File: config.mk
export PLATFORM = sky130hd
export DESIGN_NAME = mtl_bus_bridge
export DESIGN_NICKNAME = d
export VERILOG_FILES = /design/src/rtl/mtl_bus_pkg.sv /design/src/rtl/edge_sync.sv /design/src/rtl/mtl_bus_bridge.sv
export SDC_FILE = /design/constraint.sdc
export NUM_CORES = 1
export LEC_CHECK = 0
export ABC_AREA = 1
export BUFFER_PORTS_ARGS = -buffer_cell sky130_fd_sc_hd__buf_2
export CELL_PAD_IN_SITES_DETAIL_PLACEMENT = 1
export CELL_PAD_IN_SITES_GLOBAL_PLACEMENT = 2
export CORE_ASPECT_RATIO = 2
export CORE_MARGIN = 3
export CORE_UTILIZATION = 25
export DETAILED_ROUTE_END_ITERATION = 6
export PLACE_DENSITY_LB_ADDON = 0.1
export SYNTH_ARGS = -nofsm -noshare
export SYNTH_HDL_FRONTEND = slang
export SYNTH_HIERARCHICAL = 1
export SYNTH_SLANG_ARGS = --single-unit
File: constraint.sdc
create_clock -name clk -period 2.05 [get_ports clk]
set_clock_uncertainty 0.2 [all_clocks]
set_input_delay 0.615 -clock clk [delete_from_list [all_inputs] [get_ports clk]]
set_output_delay 0.615 -clock clk [all_outputs]
set_load 0.1 [all_outputs]
File: src/rtl/mtl_bus_pkg.sv
// Shared types and MTL-1 memory map constants for the 6809 bus bridge.
package mtl_bus_pkg;

    typedef enum logic [1:0] {
        IDLE,
        ACCESS,
        DRIVE
    } state_t;

    localparam logic [15:0] SRAM_BASE = 16'h0000;
    localparam logic [15:0] SRAM_MASK = 16'hF000;
    localparam logic [15:0] IOX_BASE  = 16'hA000;
    localparam logic [15:0] IOX_MASK  = 16'hE000;
    localparam logic [15:0] UART_BASE = 16'hA000;
    localparam logic [15:0] UART_MASK = 16'hFFF0;
    localparam logic [15:0] ROM_BASE  = 16'hF000;
    localparam logic [15:0] ROM_MASK  = 16'hF000;

    // Region 0 lands in the least significant slice of the packed vector.
    function automatic logic [63:0] pack_map(input logic [15:0] r0, input logic [15:0] r1,
                                             input logic [15:0] r2, input logic [15:0] r3);
        return {r3, r2, r1, r0};
    endfunction

    localparam logic [63:0] DEFAULT_BASE = pack_map(SRAM_BASE, IOX_BASE, UART_BASE, ROM_BASE);
    localparam logic [63:0] DEFAULT_MASK = pack_map(SRAM_MASK, IOX_MASK, UART_MASK, ROM_MASK);

endpackage

File: src/rtl/edge_sync.sv
// Multi-flop synchroniser for an asynchronous level, with single-cycle rise/fall pulses.
module edge_sync #(
    parameter int STAGES = 2
) (
    input  logic clk,
    input  logic reset,
    input  logic i_async,
    output logic o_level,
    output logic o_rise,
    output logic o_fall
);

    logic [STAGES-1:0] r_sync;
    logic              r_prev;

    always_ff @(posedge clk) begin
        if (reset) begin
            r_sync <= '0;
            r_prev <= 1'b0;
        end else begin
            r_sync <= {r_sync[STAGES-2:0], i_async};
            r_prev <= r_sync[STAGES-1];
        end
    end

    assign o_level = r_sync[STAGES-1];
    assign o_rise  = r_sync[STAGES-1] & ~r_prev;
    assign o_fall  = ~r_sync[STAGES-1] & r_prev;

endmodule

File: src/rtl/mtl_bus_bridge.sv
// MTL-1 6809 bus bridge: region decode, MRDY stretching, registered read drive,
// write capture on E fall and timeout recovery.
module mtl_bus_bridge
    import mtl_bus_pkg::*;
#(
    parameter int ADDR_W = 16,
    parameter int DATA_W = 8,
    parameter int NUM_REGIONS = 4,
    parameter logic [NUM_REGIONS*ADDR_W-1:0] REGION_BASE = DEFAULT_BASE,
    parameter logic [NUM_REGIONS*ADDR_W-1:0] REGION_MASK = DEFAULT_MASK,
    parameter int TIMEOUT_CYCLES = 255,
    parameter int SYNC_STAGES = 2,
    localparam int IDX_W = (NUM_REGIONS > 1) ? $clog2(NUM_REGIONS) : 1
) (
    input  logic                          clk,
    input  logic                          reset,
    input  logic [ADDR_W-1:0]             i_ADDRESS_BUS,
    input  logic                          i_RW,
    input  logic                          i_E,
    input  logic                          i_Q,
    input  logic [DATA_W-1:0]             i_data_bus,
    output logic [DATA_W-1:0]             o_data_bus,
    output logic                          o_data_oe,
    output logic                          o_DBEN,
    output logic                          o_MRDY,
    output logic [NUM_REGIONS-1:0]        o_ce,
    output logic [NUM_REGIONS-1:0]        o_wr_strobe,
    output logic [DATA_W-1:0]             o_wdata,
    input  logic [NUM_REGIONS-1:0]        i_ready,
    input  logic [NUM_REGIONS*DATA_W-1:0] i_rdata,
    output logic [IDX_W-1:0]              o_region_idx,
    output logic                          o_timeout_err,
    input  logic                          i_err_clr
);

    localparam int CNT_W = (TIMEOUT_CYCLES > 0) ? $clog2(TIMEOUT_CYCLES + 1) : 1;
    localparam logic [CNT_W-1:0] CNT_MAX = CNT_W'(TIMEOUT_CYCLES);

    logic w_e_level, w_e_rise, w_e_fall;
    logic w_q_level, w_q_rise, w_q_fall;

    edge_sync #(.STAGES(SYNC_STAGES)) u_sync_e (
        .clk(clk), .reset(reset), .i_async(i_E),
        .o_level(w_e_level), .o_rise(w_e_rise), .o_fall(w_e_fall)
    );

    edge_sync #(.STAGES(SYNC_STAGES)) u_sync_q (
        .clk(clk), .reset(reset), .i_async(i_Q),
        .o_level(w_q_level), .o_rise(w_q_rise), .o_fall(w_q_fall)
    );

    state_t                   r_state, w_state_n;
    logic                     r_rw, w_rw_n;
    logic [IDX_W-1:0]         r_idx, w_idx_n;
    logic [CNT_W-1:0]         r_cnt, w_cnt_n;
    logic                     r_timed_out, w_timed_out_n;
    logic [DATA_W-1:0]        r_shadow, w_shadow_n;
    logic [NUM_REGIONS-1:0]   r_ce, w_ce_n;
    logic [NUM_REGIONS-1:0]   r_strobe, w_strobe_n;
    logic [DATA_W-1:0]        r_wdata, w_wdata_n;
    logic [DATA_W-1:0]        r_data, w_data_n;
    logic                     r_oe, w_oe_n;
    logic                     r_dben, w_dben_n;
    logic                     r_mrdy, w_mrdy_n;
    logic                     r_err, w_err_n;

    logic                     w_hit;
    logic [IDX_W-1:0]         w_hit_idx;
    logic                     w_ready;
    logic [DATA_W-1:0]        w_rslice;

    // Scan from the top down so the lowest matching region is the one left standing.
    always_comb begin
        w_hit     = 1'b0;
        w_hit_idx = '0;
        for (int i = NUM_REGIONS - 1; i >= 0; i--) begin
            if ((i_ADDRESS_BUS & REGION_MASK[i*ADDR_W +: ADDR_W]) == REGION_BASE[i*ADDR_W +: ADDR_W]) begin
                w_hit     = 1'b1;
                w_hit_idx = IDX_W'(i);
            end
        end
    end

    assign w_ready  = i_ready[r_idx];
    assign w_rslice = i_rdata[int'(r_idx)*DATA_W +: DATA_W];

    always_comb begin
        w_state_n     = r_state;
        w_rw_n        = r_rw;
        w_idx_n       = r_idx;
        w_cnt_n       = r_cnt;
        w_timed_out_n = r_timed_out;
        w_shadow_n    = r_shadow;
        w_ce_n        = r_ce;
        w_strobe_n    = '0;
        w_wdata_n     = r_wdata;
        w_data_n      = r_data;
        w_oe_n        = r_oe;
        w_dben_n      = r_dben;
        w_mrdy_n      = r_mrdy;
        w_err_n       = r_err & ~i_err_clr;

        case (r_state)
            IDLE: begin
                w_ce_n   = '0;
                w_oe_n   = 1'b0;
                w_dben_n = 1'b1;
                w_mrdy_n = 1'b1;
                if (w_q_rise && w_hit) begin
                    w_state_n     = ACCESS;
                    w_rw_n        = i_RW;
                    w_idx_n       = w_hit_idx;
                    w_cnt_n       = '0;
                    w_timed_out_n = 1'b0;
                    w_ce_n        = NUM_REGIONS'(1) << w_hit_idx;
                    w_mrdy_n      = 1'b0;
                end
            end

            ACCESS: begin
                w_cnt_n = (r_cnt == CNT_MAX) ? r_cnt : r_cnt + 1'b1;
                if (w_e_level && !r_rw) begin
                    w_shadow_n = i_data_bus;
                end
                // Ready is tested first so a late ready on the final count still completes cleanly.
                if (w_ready) begin
                    if (r_rw) begin
                        w_data_n = w_rslice;
                    end
                    w_mrdy_n  = 1'b1;
                    w_oe_n    = r_rw;
                    w_dben_n  = ~r_rw;
                    w_state_n = DRIVE;
                end else if (w_cnt_n == CNT_MAX) begin
                    if (r_rw) begin
                        w_data_n = '1;
                    end
                    w_err_n       = 1'b1;
                    w_timed_out_n = 1'b1;
                    w_mrdy_n      = 1'b1;
                    w_oe_n        = r_rw;
                    w_dben_n      = ~r_rw;
                    w_state_n     = DRIVE;
                end
            end

            DRIVE: begin
                if (!r_rw && w_e_level) begin
                    w_shadow_n = i_data_bus;
                end
                // o_ce stays up through the strobe cycle and is dropped by IDLE one clock later.
                if (w_e_fall) begin
                    if (!r_rw && !r_timed_out) begin
                        w_wdata_n  = r_shadow;
                        w_strobe_n = r_ce;
                    end
                    w_oe_n    = 1'b0;
                    w_dben_n  = 1'b1;
                    w_state_n = IDLE;
                end
            end

            default: begin
                w_state_n = IDLE;
            end
        endcase
    end

    always_ff @(posedge clk) begin
        if (reset) begin
            r_state     <= IDLE;
            r_rw        <= 1'b1;
            r_idx       <= '0;
            r_cnt       <= '0;
            r_timed_out <= 1'b0;
            r_shadow    <= '0;
            r_ce        <= '0;
            r_strobe    <= '0;
            r_wdata     <= '0;
            r_data      <= '0;
            r_oe        <= 1'b0;
            r_dben      <= 1'b1;
            r_mrdy      <= 1'b1;
            r_err       <= 1'b0;
        end else begin
            r_state     <= w_state_n;
            r_rw        <= w_rw_n;
            r_idx       <= w_idx_n;
            r_cnt       <= w_cnt_n;
            r_timed_out <= w_timed_out_n;
            r_shadow    <= w_shadow_n;
            r_ce        <= w_ce_n;
            r_strobe    <= w_strobe_n;
            r_wdata     <= w_wdata_n;
            r_data      <= w_data_n;
            r_oe        <= w_oe_n;
            r_dben      <= w_dben_n;
            r_mrdy      <= w_mrdy_n;
            r_err       <= w_err_n;
        end
    end

    assign o_data_bus    = r_data;
    assign o_data_oe     = r_oe;
    assign o_DBEN        = r_dben;
    assign o_MRDY        = r_mrdy;
    assign o_ce          = r_ce;
    assign o_wr_strobe   = r_strobe;
    assign o_wdata       = r_wdata;
    assign o_region_idx  = r_idx;
    assign o_timeout_err = r_err;

endmodule

==> flow_summary.ini, run 1 <==
[global_route]
antenna_found_initial = 3
grt_pass1_vias = 2987
grt_pass1_wl_mm = 13.79
grt_usage_pct = 14.90
gr-total-overflow = 0
grt_max_degree = 25

[placed_design]
dp.cells = 619
portBuffers = 83
dp_hpwl_mm = 6.721
place_ws_ns = -0.2382
placed_area_um2 = 3363
place.gp.congestion = 0.7454

[floorplanning]
rows = 52
core_area_um2 = 10150
die-area_um2 = 11740
die_h_um = 150.3
die_w_um = 78.13
ios = 96
start_util_pct = 25.63

[outcome]
status = completed

[pwr]
p_leak_uw = 0.001767
max-vdd-ir-drop_v = 0.0005944
p_total_uw = 3272
power_density_nw_per_um2 = 918.2

[timing]
relSlewSlack_pct = 66.06
hold_violations = 0
drv_slew = 0
tightest_slew_ns = 0.5126
min_period_ns = 1.922
setup_ws_ns = 0.1280
fmax_ghz = 0.5203
setup_viol = 0
rsz0062_at_grt = yes
finalCritPeriodShare_pct = 93.76

[layout]
areaGrowthSynthToFinish_pct = 36.99
drive_gt1_share_pct = 28.92
instances_no_fill = 629
nFillCells = 1358
seq_area_um2 = 1132
fin_util_pct = 35.11
multi_input_area_um2 = 1311
finalNetCount = 562
finalInstanceArea_um2 = 3563

[worst_setup_path]
worst_ep_arrival_time_ns = 1.11
end_kind = primary output
critPathLaunchType = flip-flop
slowest_delay_ns = 0.44
cp_max_fo = 3
slowest_stage = buf_2
path_buf_inv = 1
cp_data_required_time_ns = 1.23
path_cells = buf_2
worstSetupPathType = flip-flop to primary output
crit_family = buffers and inverters

[clock_network]
clock_sinks = 56
ctsRootBufferMaster = clkbuf_16
cts_buffers = 5
clk_pin_slew_ns = 0.07
clock_path_buffers = 2
insertion_delay_ns = 0.30
hold_buffers = 0
cts_tree = yes
h-tree-depth = 2

[yosys]
syn_avg_cell_area_um2 = 6.739
netlist_area_um2 = 2601
syn_inst = 386
synth_warnings = 6
syn_nets = 457

[drt]
vias = 2808
wl_per_cell_um = 13.31
vias_per_cell = 4.464
drt_iter0_drc = 41
drt_wl_total_mm = 8.372
drt-pass1-iter-count = 4
ant_nets = 0
drc_errors = 0

[flow_run]
drv_cap = 0

[worst_hold_path]
holdCritPathClass = flip-flop to flip-flop
[cells in the final DEF (no fill, tap or decap), types with 2 or more instances in the layout]
master and count:
nor2_1 93, buf_2 81, nand2_1 69, dfxtp_1 47, inv_1 43, o21ai_0 35
buf_4 25, a21oi_1 18, nand3_1 15, o22ai_1 9, o21ai_1 9, dfxtp_2 9
clkbuf_16 5, nand2_2 4, ha_1 4, diode_2 3, nand2_4 3, nand4_1 3
inv_2 2, nor2_4 2, nor2_2 2, buf_12 2
[per-layer routing]
layer	track usage, %	share of wire, %	up-vias
li1	-	-	1432
met1	13.71	35	1314
met2	30.58	60	47
met3	2.156	2.7	15
met4	7.268	2.7	0
met5	0	0	-
[per-stage QoR]
stage               setup TNS (ns)  hold WS, ns
floorplan                        0       0.1883
global placement            -1.664       0.2091
detailed placement          -2.672       0.2043
CTS                              0       0.2170
global route             -0.009950       0.2312
finish                           0       0.2113
[layout make-up]
type                    count  share of cell area (%)
multi-input cells         275                   36.80
flip-flops and latches     56                   31.78
repair buffers            108                   17.77
well taps                 135                   4.740
clock buffers               5                   3.511
diodes                      3                  0.2107
inverters                  45                   4.740
clock inverters             2                  0.4565
[where the power goes]
part / switching, uW / total, uW / internal (uW)
clock network: 396 / 847 / 451
logic: 896 / 1200 / 302
registers: 52.1 / 1230 / 1170
[sequential cells by signal (all words and copies together), names as in the netlist, 4 cells and up]
signal       flops
r_shadow         8
r_cnt            8
o_data_bus       8
o_wdata          8
o_ce             4
o_wr_strobe      4
[final timing paths]
| path | start | to | slack, ns | cells after the start |
|---|---|---|---|---|
| worst min register to register | u_sync_q/r_sync[0]$_SDFF_PP0_ | u_sync_q/r_sync[1]$_SDFF_PP0_ | 0.21 | 2 |
| worst min-delay path | u_sync_q/r_sync[0]$_SDFF_PP0_ | u_sync_q/r_sync[1]$_SDFF_PP0_ | 0.21 | 2 |
| worst max-delay path | o_ce[3]$_SDFFE_PP0P_ | o_ce[3] | 0.13 | 1 |
| worst max register to register | r_cnt[1]$_SDFFE_PP0P_ | o_data_oe$_SDFFE_PP0P_ | 0.17 | 12 |
[timing repair]
| item | 4_1_cts | 5_1_grt |
|---|---|---|
| endpoints found under the setup margin | 0 | 24 |
| gates resized for setup | 0 | 17 |
| setup buffers | 0 | 0 |
(Power assumes the default switching activity.)
==> inputs of run 2 (changes only) <==
==> constraint.sdc (replaced) <==
create_clock -name clk -period 1.95 [get_ports clk]
set_clock_uncertainty 0.2 [all_clocks]
set_input_delay 0.585 -clock clk [delete_from_list [all_inputs] [get_ports clk]]
set_output_delay 0.585 -clock clk [all_outputs]
set_load 0.1 [all_outputs]
==> flow_summary.ini, run 2 (synthesis results as in run 1) <==
[outcome]
status = completed

[floorplanning]
die_w_um = 78.13
die-area_um2 = 11740
core_area_um2 = 10150
ios = 96
die_h_um = 150.3
start_util_pct = 25.63
rows = 52

[timing]
setup_ws_ns = 0.03965
min_period_ns = 1.910
hold_ws_ns = 0.2118
setup_viol = 0
hold_violations = 0
drv_slew = 0
rsz0062_at_grt = yes
relSlewSlack_pct = 66.22
fmax_ghz = 0.5235
tightest_slew_ns = 0.5103
finalCritPeriodShare_pct = 97.97

[placed_design]
dp_hpwl_mm = 6.729
portBuffers = 83
place.gp.congestion = 0.7619
dp.cells = 618
place_ws_ns = -0.2677

[layout]
areaGrowthSynthToFinish_pct = 40.74
drive_gt1_share_pct = 32.18
layout_common_cells = nor2_1 (92), buf_2 (81), nand2_1 (60), dfxtp_1 (51), inv_1 (43)
fin_util_pct = 36.07
seq_area_um2 = 1132
diodes = 0
instances_no_fill = 626
nFillCells = 1340
finalNetCount = 561
multi_input_area_um2 = 1396
mostFrequentLayoutCell = nor2_1

[drt]
ant_nets = 0
drt_wl_total_mm = 8.593
drt-pass1-iter-count = 4
wl_per_cell_um = 13.73
drt_iter0_drc = 57
drc_errors = 0
vias = 2806
vias_per_cell = 4.482

[worst_setup_path]
end_kind = primary output
slowest_delay_ns = 0.45
worst_ep_arrival_time_ns = 1.13
worstSetupPathType = flip-flop to primary output
critPathLaunchType = flip-flop
path_buf_inv = 1
path_cells = buf_2
cp_max_fo = 3
slowest_stage = buf_2
crit_family = buffers and inverters
cp_data_required_time_ns = 1.16

[clock_network]
hold_buffers = 0
clock_path_buffers = 2
post_cts_buffers = 0
h-tree-depth = 2
clk_pin_slew_ns = 0.08
insertion_delay_ns = 0.30
ctsRootBufferMaster = clkbuf_16
cts_buffers = 5
cts_tree = yes
clock_sinks = 56

[global_route]
grt_pass1_wl_mm = 13.90
gr-total-overflow = 0
grt_max_degree = 30
antenna_found_initial = 0
grt_usage_pct = 15.16
grt_pass1_vias = 2922

[pwr]
p_leak_uw = 0.001791
power_density_nw_per_um2 = 960.4
max-vdd-ir-drop_v = 0.0006377

[flow_run]
drv_cap = 0

[worst_hold_path]
holdCritPathClass = flip-flop to flip-flop
[run 2: worst paths after layout]
kind,to,slack [ns],start,cells past startpoint
max,o_ce[3],0.04,o_ce[3]$_SDFFE_PP0P_,1
min,u_sync_q/r_sync[1]$_SDFF_PP0_,0.21,u_sync_q/r_sync[0]$_SDFF_PP0_,2
max reg2reg,o_DBEN$_SDFFE_PP1P_,0.10,r_cnt[1]$_SDFFE_PP0P_,12
min reg2reg,u_sync_q/r_sync[1]$_SDFF_PP0_,0.21,u_sync_q/r_sync[0]$_SDFF_PP0_,2
[run 2: final cells by class]
type | instances | share of cell area (%)
flip-flops and latches | 56 | 30.93
clock inverters | 2 | 0.3759
inverters | 45 | 4.614
repair buffers | 107 | 17.53
multi-input cells | 275 | 38.14
well taps | 135 | 4.614
clock buffers | 6 | 3.794
[run 2: metrics by stage]
step	power [uW]	TNS (ns)	cell area [um2]
4_1_cts	3518	0	3532
2_1_floorplan	2221	0	2609
3_5_place_dp	2549	-2.992	3373
6_report	3516	0	3661
5_1_grt	3745	-0.2949	3661
3_3_place_gp	2535	-3.084	3373
[run 2: power breakdown]
group	switching (uW)	total, uW	leakage (uW)	internal (uW)
Combinational	952	1280	0.00126	325
Sequential	60.3	1290	0.000457	1230
Clock	431	946	0.0000772	515
Total	1440	3520	0.00179	2070
[run 2: worst min-delay path, cell delays in order, from the launching register on]
cell,delay [ns]
dfxtp_1,0.30
inv_1,0.04
nor2_1,0.03
[run 2: timing repair]
action                                  in CTS  in global routing
pin swaps                                    0                  9
endpoints found under the setup margin       4                 23
resized for setup                            2                 35
[run 2: layer usage]
metal / track usage (%) / part of all wire, % / vias to the layer above
met5: 0 / 0 / -
met4: 5.604 / 2.6 / 0
met3: 2.156 / 3.0 / 12
met2: 32.17 / 61 / 49
met1: 13.80 / 33 / 1318
li1: - / - / 1427
